==> src/rtl/fft_pkg.sv <==
// Shared constants, payload type and helpers for the 16-point R2SDF FFT datapath.
//   WIDTH     bits per real/imaginary component
//   LOG2N     log2 of frame length, N samples per frame
//   sample_t  packed {re, im} payload stored in the reorder RAM
//   BANK_*    ping-pong bank state encoding
//   bitrev()  reverses the LOG2N low bits of a sample index
package fft_pkg;

  localparam int unsigned WIDTH     = 35;
  localparam int unsigned LOG2N     = 4;
  localparam int unsigned N         = 2 ** LOG2N;
  localparam int unsigned ADDR_W    = LOG2N + 1;  // bank bit + sample index
  localparam int unsigned BANK_ST_W = 2;

  localparam logic [BANK_ST_W-1:0] BANK_EMPTY    = 2'd0;
  localparam logic [BANK_ST_W-1:0] BANK_FILLING  = 2'd1;
  localparam logic [BANK_ST_W-1:0] BANK_FULL     = 2'd2;
  localparam logic [BANK_ST_W-1:0] BANK_DRAINING = 2'd3;

  typedef struct packed {
    logic [WIDTH-1:0] re;
    logic [WIDTH-1:0] im;
  } sample_t;

  function automatic logic [LOG2N-1:0] bitrev(input logic [LOG2N-1:0] a);
    logic [LOG2N-1:0] r;
    r = '0;
    for (int i = 0; i < int'(LOG2N); i++) begin
      r[i] = a[int'(LOG2N) - 1 - i];
    end
    return r;
  endfunction

endpackage

==> src/rtl/fft_reorder_ram.sv <==
// Two-bank sample store for the FFT output reorder stage.
//   i_clk      write clock
//   i_we       write enable
//   i_waddr    {bank, index} write address
//   i_wdata    sample to store
//   i_raddr    {bank, index} read address
//   o_rdata_c  combinational read data
module fft_reorder_ram
  import fft_pkg::*;
(
  input  logic              i_clk,
  input  logic              i_we,
  input  logic [ADDR_W-1:0] i_waddr,
  input  sample_t           i_wdata,
  input  logic [ADDR_W-1:0] i_raddr,
  output sample_t           o_rdata_c
);

  sample_t r_mem [2*N];

  // Synchronous write; contents are don't-care until written, so no reset.
  always_ff @(posedge i_clk) begin
    if (i_we) begin
      r_mem[i_waddr] <= i_wdata;
    end
  end

  assign o_rdata_c = r_mem[i_raddr];

endmodule

==> src/rtl/fft_bitrev_reorder.sv <==
// Output reorder stage of the 16-point R2SDF FFT: accepts bit-reversed frames and
// re-emits them in natural bin order through a ping-pong pair of banks.
//   iClk, iRst_n          clock, async active-low reset
//   iEn, iSof             input valid, first sample of frame (resync aid)
//   iData_Re, iData_Im    input sample, bit-reversed order
//   oValid, oSof          output valid, bin 0 marker
//   oData_Re, oData_Im    output sample, natural order, held when oValid=0
//   oFrameErr             one-cycle pulse when a partial input frame is dropped
module fft_bitrev_reorder
  import fft_pkg::*;
(
  input  logic             iClk,
  input  logic             iRst_n,
  input  logic             iEn,
  input  logic             iSof,
  input  logic [WIDTH-1:0] iData_Re,
  input  logic [WIDTH-1:0] iData_Im,
  output logic             oValid,
  output logic             oSof,
  output logic [WIDTH-1:0] oData_Re,
  output logic [WIDTH-1:0] oData_Im,
  output logic             oFrameErr
);

  localparam logic [LOG2N-1:0] CNT_ONE  = LOG2N'(1);
  localparam logic [LOG2N-1:0] CNT_LAST = LOG2N'(N - 1);

  logic                             r_wr_bank;
  logic [LOG2N-1:0]                 r_wr_cnt;
  logic                             r_rd_bank;
  logic [LOG2N-1:0]                 r_rd_cnt;
  logic                             r_rd_active;
  logic [1:0][BANK_ST_W-1:0]        r_bank_st;

  logic                             w_wr_bank_nxt;
  logic [LOG2N-1:0]                 w_wr_cnt_nxt;
  logic                             w_rd_bank_nxt;
  logic [LOG2N-1:0]                 w_rd_cnt_nxt;
  logic                             w_rd_active_nxt;
  logic [1:0][BANK_ST_W-1:0]        w_bank_st_nxt;
  logic [LOG2N-1:0]                 w_wr_cnt_eff;
  logic                             w_frame_err;
  logic                             w_rd_en;
  logic                             w_rd_sof;
  logic [ADDR_W-1:0]                w_waddr;
  logic [ADDR_W-1:0]                w_raddr;
  sample_t                          w_wdata;
  sample_t                          w_rdata;

  // A resync iSof restarts the current bank at index 0.
  assign w_wr_cnt_eff = iSof ? '0 : r_wr_cnt;
  assign w_waddr      = {r_wr_bank, bitrev(w_wr_cnt_eff)};
  assign w_raddr      = {r_rd_bank, r_rd_cnt};
  assign w_wdata      = '{re: iData_Re, im: iData_Im};

  fft_reorder_ram u_ram (
    .i_clk     (iClk),
    .i_we      (iEn),
    .i_waddr   (w_waddr),
    .i_wdata   (w_wdata),
    .i_raddr   (w_raddr),
    .o_rdata_c (w_rdata)
  );

  // Next-state logic for write counter, read counter and both bank FSMs.
  always_comb begin
    w_wr_bank_nxt   = r_wr_bank;
    w_wr_cnt_nxt    = r_wr_cnt;
    w_rd_bank_nxt   = r_rd_bank;
    w_rd_cnt_nxt    = r_rd_cnt;
    w_rd_active_nxt = r_rd_active;
    w_bank_st_nxt   = r_bank_st;
    w_frame_err     = 1'b0;
    w_rd_en         = 1'b0;

    if (iEn) begin
      w_frame_err = iSof && (r_wr_cnt != '0);
      if (w_wr_cnt_eff == CNT_LAST) begin
        w_bank_st_nxt[r_wr_bank] = BANK_FULL;
        w_wr_bank_nxt            = ~r_wr_bank;
        w_wr_cnt_nxt             = '0;
      end else begin
        w_bank_st_nxt[r_wr_bank] = BANK_FILLING;
        w_wr_cnt_nxt             = w_wr_cnt_eff + CNT_ONE;
      end
    end

    // Bin 0 is read in the same cycle the bank is seen FULL, so output trails the
    // last write by exactly one edge and back-to-back frames drain without a gap.
    if (r_rd_active) begin
      w_rd_en = 1'b1;
      if (r_rd_cnt == CNT_LAST) begin
        w_bank_st_nxt[r_rd_bank] = BANK_EMPTY;
        w_rd_active_nxt          = 1'b0;
        w_rd_bank_nxt            = ~r_rd_bank;
        w_rd_cnt_nxt             = '0;
      end else begin
        w_rd_cnt_nxt = r_rd_cnt + CNT_ONE;
      end
    end else if (r_bank_st[r_rd_bank] == BANK_FULL) begin
      w_rd_en                  = 1'b1;
      w_bank_st_nxt[r_rd_bank] = BANK_DRAINING;
      w_rd_active_nxt          = 1'b1;
      w_rd_cnt_nxt             = CNT_ONE;
    end
  end

  assign w_rd_sof = w_rd_en && (r_rd_cnt == '0);

  // Control state registers.
  always_ff @(posedge iClk or negedge iRst_n) begin
    if (!iRst_n) begin
      r_wr_bank   <= 1'b0;
      r_wr_cnt    <= '0;
      r_rd_bank   <= 1'b0;
      r_rd_cnt    <= '0;
      r_rd_active <= 1'b0;
      r_bank_st   <= {2{BANK_EMPTY}};
    end else begin
      if (iEn) begin
        assert (r_bank_st[r_wr_bank] != BANK_FULL &&
                r_bank_st[r_wr_bank] != BANK_DRAINING);
      end
      r_wr_bank   <= w_wr_bank_nxt;
      r_wr_cnt    <= w_wr_cnt_nxt;
      r_rd_bank   <= w_rd_bank_nxt;
      r_rd_cnt    <= w_rd_cnt_nxt;
      r_rd_active <= w_rd_active_nxt;
      r_bank_st   <= w_bank_st_nxt;
    end
  end

  // Output registers; data holds its last value while idle.
  always_ff @(posedge iClk or negedge iRst_n) begin
    if (!iRst_n) begin
      oValid    <= 1'b0;
      oSof      <= 1'b0;
      oData_Re  <= '0;
      oData_Im  <= '0;
      oFrameErr <= 1'b0;
    end else begin
      oValid    <= w_rd_en;
      oSof      <= w_rd_sof;
      oFrameErr <= w_frame_err;
      if (w_rd_en) begin
        oData_Re <= w_rdata.re;
        oData_Im <= w_rdata.im;
      end
    end
  end

endmodule

==> config.mk <==
export PLATFORM = sky130hd
export DESIGN_NAME = fft_bitrev_reorder
export DESIGN_NICKNAME = d
export VERILOG_FILES = /design/src/rtl/fft_pkg.sv /design/src/rtl/fft_reorder_ram.sv /design/src/rtl/fft_bitrev_reorder.sv
export SDC_FILE = /design/constraint.sdc
export NUM_CORES = 2
export LEC_CHECK = 0
export ABC_AREA = 1
export BUFFER_PORTS_ARGS = -buffer_cell sky130_fd_sc_hd__buf_2
export CORE_UTILIZATION = 40
export DETAILED_ROUTE_END_ITERATION = 10
export GPL_TIMING_DRIVEN = 0
export PLACE_DENSITY = 0.58
export SLEW_MARGIN = 0
export SYNTH_ARGS = -nofsm -noshare
export SYNTH_HDL_FRONTEND = slang
export SYNTH_SLANG_ARGS = --single-unit
==> constraint.sdc <==
create_clock -name iClk -period 5.2 [get_ports iClk]
set_input_delay 1.04 -clock iClk [delete_from_list [all_inputs] [get_ports iClk]]
set_output_delay 1.04 -clock iClk [all_outputs]
set_load 0.05 [all_outputs]
==> qor.log <==
INFO  drt            detailedRoute.firstIterationViolations=9062
INFO  sta            finalClockSkew=0.0419ns
INFO  power          share_clk_of_total_power=0.424
INFO  clock_tree     cts_made_buffers=233
INFO  setup_path     critPathLaunchType=register
INFO  setup_path     critical_path_peak_fanout=10
INFO  power          seq_power_share=0.526
INFO  status         violations=max-capacitance violations, max-slew violations
INFO  drt            mean_routed_wirelength_per_cell=26.1um
INFO  floorplan      initial_core_util=0.404
INFO  floorplan      core-area=236000um2
INFO  floorplan      fp-row-count=178
INFO  final_layout   final_nets=9216
INFO  grt            antenna_found_initial=32
INFO  power          p_comb_frac=0.049
INFO  drt            routed_wire_length_on_met2=147mm
INFO  sta            timing_max_transition_violations_final=11
INFO  setup_path     rr_worst_depth=11
INFO  status         outcome=complete, but fails checks
INFO  setup_path     setup_slack_of_the_worst_register_to_register_path=0.25ns
INFO  drt            wirelength_met1=130mm
INFO  drt            drc=0
INFO  floorplan      chipWidth=490um
INFO  clock_tree     tritoncts=built
INFO  floorplan      ios=147
INFO  drt            routed-via-count=66982
INFO  floorplan      die_ar=241000um2
INFO  synthesis      syn-num-nets=8727
INFO  clock_tree     clock_insertion_delay_worst_skew=0.89ns
INFO  clock_tree     cts.repair.resized=0
INFO  sta            tns=0ns
INFO  sta            worst_pin_slew=1.51ns
INFO  synthesis      postSynthAreaPerCell=11.0um2
INFO  final_layout   final_core_utilization=0.466
INFO  drt            detail-route-antenna-nets=0
INFO  setup_path     r2r_start=r_rd_cnt[2]
INFO  setup_path     required=5.99ns
INFO  placed_design  place_hpwl=230mm
INFO  drt            drt-total-wl=326mm
INFO  setup_path     critical_path_endpoint=oData_Im[15]
INFO  placed_design  routability_driven_placement_congestion_ratio=0.874
INFO  power          power_density=358nW/um2
INFO  synthesis      yosys.area.top_type_share=0.705
INFO  sta            finalSetupViolations=0
INFO  sta            unrepaired_setup_endpoints_after_global_routing=false
INFO  clock_tree     postCtsSetupRepairBufs=0
INFO  clock_tree     max-clock-path-buffers=3
INFO  final_layout   drive_above_1_share=0.0925
INFO  power          static-leakage-power=41.9nW
INFO  synthesis      yosysUniqueCellTypes=23
INFO  setup_path     criticalPathCategory=reg2reg
INFO  power          internal-power=30.6mW
INFO  min_path       min_path_type=in2async
INFO  clock_tree     clock_sinks=2328
INFO  synthesis      synthesis.area=95400um2
INFO  grt            grt_max_degree=48
INFO  clock_tree     clock_tree.htree_level_count=4
INFO  sta            report.final.hold_viol_count=0
INFO  flow_run       timing.max_cap.violations=1
INFO  clock_tree     postCtsHoldBufs=0
INFO  synthesis      yosys_warnings=0
INFO  final_layout   area_growth_syn_to_layout=15.4%
INFO  synthesis      sequential_share_of_the_synthesized_area=0.728
INFO  synthesis      syn-instance-count=8650
INFO  power          swShare=0.224
INFO  power          switching_power=8.82mW
INFO  clock_tree     path_clk_slew=0.06ns
INFO  setup_path     critPathLaunch=r_rd_cnt[2]
INFO  grt            global_route_overflow=0
INFO  synthesis      synth_top_cell_by_area=sky130_fd_sc_hd__edfxtp_1
INFO  grt            wire_length_of_the_first_global_routing_pass=457mm
INFO  sta            maxClockFrequency=202MHz
INFO  setup_path     worstSetupEndpointType=register
INFO  grt            global_route.usage.total=0.267
INFO  grt            grt_pass1_vias=63073
INFO  placed_design  port_buffers=146
INFO  clock_tree     root_buffer=sky130_fd_sc_hd__clkbuf_16
INFO  power          power.ir.vdd_worst=296uV
INFO  drt            routed_via_density=5.36
INFO  setup_path     worstPathArrival=5.74ns
INFO  drt            detailedRoute.firstPassIterationCount=6
INFO  synthesis      postSynthRegisterBits=2328
INFO  drt            routed-wl-met3=34.6mm
INFO  drt            highest_layer=met5
INFO  sta            finalWorstPathRequiredPeriod=4.95ns
INFO  floorplan      die_height=490um
INFO  sta            slew_headroom=-0.00610
INFO  synthesis      synth_top_cells_by_area=sky130_fd_sc_hd__edfxtp_1 70%, sky130_fd_sc_hd__nand2_1 11%, sky130_fd_sc_hd__nand3_1 5.2%
INFO  setup_path     r2r-end=oData_Im[15]
INFO  sta            timing.final.crit_share=0.952
routing by layer:
metal / vias up / GRT usage
li1: 29966 / -
met1: 32795 / 0.361
met2: 3624 / 0.417
met3: 587 / 0.0576
met4: 10 / 0.108
met5: - / 0
synthesized netlist by cell type:
master	number
sky130_fd_sc_hd__xor2_1	2
sky130_fd_sc_hd__nand2_1	2898
sky130_fd_sc_hd__nand4_1	1
sky130_fd_sc_hd__buf_4	13
sky130_fd_sc_hd__o22ai_1	3
sky130_fd_sc_hd__edfxtp_1	2240
sky130_fd_sc_hd__buf_2	218
sky130_fd_sc_hd__inv_1	563
sky130_fd_sc_hd__buf_6	6
sky130_fd_sc_hd__inv_2	4
sky130_fd_sc_hd__buf_1	51
sky130_fd_sc_hd__inv_4	1
sky130_fd_sc_hd__a21oi_1	143
sky130_fd_sc_hd__clkinv_1	1
sky130_fd_sc_hd__a41oi_1	1
sky130_fd_sc_hd__o21ai_1	10
sky130_fd_sc_hd__nor2_1	914
sky130_fd_sc_hd__nand3_1	992
sky130_fd_sc_hd__o32ai_1	2
sky130_fd_sc_hd__dfrtp_1	88
sky130_fd_sc_hd__o21ai_0	301
sky130_fd_sc_hd__clkbuf_1	195
sky130_fd_sc_hd__ha_1	3
logic make-up after synthesis:
family	Yosys count	share of synthesized area
xor gates and xnor gates	2	0.000184
AOI/OAI and AO/OA	460	0.0243
and+or+nand+nor	4805	0.202
adders and majority gates	3	0.000393
buffers and inverters	1052	0.0452
DFF	2328	0.728
power by group through the flow:
stage	logic [mW]	clock network (mW)	registers (mW)
6_report	1.95	16.7	20.8
5_1_grt	2.10	17.5	20.8
4_1_cts	1.93	16.8	20.8
3_5_place_dp	1.92	0	21.2
3_3_place_gp	1.82	0	21.2
2_1_floorplan	0.864	0	21.2
state kept, by name, indices dropped and copies added, names as in the netlist:
| signal | flops |
|---|---|
| u_ram.r_mem | 2240 |
| oData_Im | 35 |
| oData_Re | 35 |
| r_bank_st | 4 |
| r_rd_cnt | 4 |
| r_wr_cnt | 4 |
| oFrameErr | 1 |
| oSof | 1 |
| oValid | 1 |
| r_rd_active | 1 |
| r_rd_bank | 1 |
| r_wr_bank | 1 |
worst min-delay path by stage:
stage | end | slack [ns] | depth (start not counted)
6_report | oData_Re[3] | 0.11 | 1
2_1_floorplan | r_wr_cnt[0] | 0.47 | 2
4_1_cts | oData_Re[4] | 0.11 | 1
3_5_place_dp | oData_Re[15] | 0.46 | 2
5_1_grt | oData_Re[4] | 0.13 | 1
3_3_place_gp | oData_Im[15] | 0.46 | 2
metrics by stage:
| stage | hold slack, ns | cell area [um2] | power [mW] | setup WS [ns] | std cells |
|---|---|---|---|---|---|
| floorplan | 0.475 | 95400 | 22.1 | 0.137 | 8650 |
| global placement | 0.457 | 100000 | 23.0 | -5.44 | 11946 |
| detailed placement | 0.461 | 103000 | 23.1 | 0.288 | 12054 |
| CTS | 0.106 | 110000 | 39.5 | 0.268 | 12490 |
| global route | 0.131 | 110000 | 40.4 | 0.325 | 12496 |
| finish | 0.111 | 110000 | 39.4 | 0.251 | 12499 |
layout by cell type, fill, tap and decap left out, types with 21 or more instances in the layout:
master	netlist	layout
sky130_fd_sc_hd__clkinv_2	0	46
sky130_fd_sc_hd__o21ai_0	301	301
sky130_fd_sc_hd__nor2_4	0	32
sky130_fd_sc_hd__nand2_1	2898	2898
sky130_fd_sc_hd__a21oi_1	143	143
sky130_fd_sc_hd__buf_2	218	363
sky130_fd_sc_hd__nor2_1	914	882
sky130_fd_sc_hd__nand3_1	992	992
sky130_fd_sc_hd__buf_12	0	93
sky130_fd_sc_hd__edfxtp_1	2240	2240
sky130_fd_sc_hd__bufinv_16	0	21
sky130_fd_sc_hd__inv_1	563	563
sky130_fd_sc_hd__buf_1	51	51
sky130_fd_sc_hd__dfrtp_1	88	88
sky130_fd_sc_hd__clkbuf_16	0	237
sky130_fd_sc_hd__clkinv_1	1	65
sky130_fd_sc_hd__clkbuf_1	195	231
worst max-delay path, cell delays in order, from the launching register on:
cell                      delay [ns]
sky130_fd_sc_hd__dfrtp_1        0.33
sky130_fd_sc_hd__buf_2          0.73
sky130_fd_sc_hd__inv_2          0.52
sky130_fd_sc_hd__nor2_1         0.89
sky130_fd_sc_hd__buf_2          0.71
sky130_fd_sc_hd__buf_2          0.40
sky130_fd_sc_hd__nand2_1        0.09
sky130_fd_sc_hd__nand2_1        0.11
sky130_fd_sc_hd__nor2_1         0.09
sky130_fd_sc_hd__nand2_1        0.41
sky130_fd_sc_hd__nand3_1        0.34
sky130_fd_sc_hd__nand2_1        0.13
final cells by class:
type / instances / area, um2
antenna: 9 / 22.5
buffer: 483 / 2190
clock buffer: 292 / 6240
clock inverter: 144 / 1250
fill: 21432 / 126000
inverter: 569 / 2140
multi-input combinational: 5270 / 21900
sequential: 2328 / 69500
tap: 3150 / 3940
timing repair buffer: 254 / 3010
No activity file was read; power rests on OpenSTA's default activity.
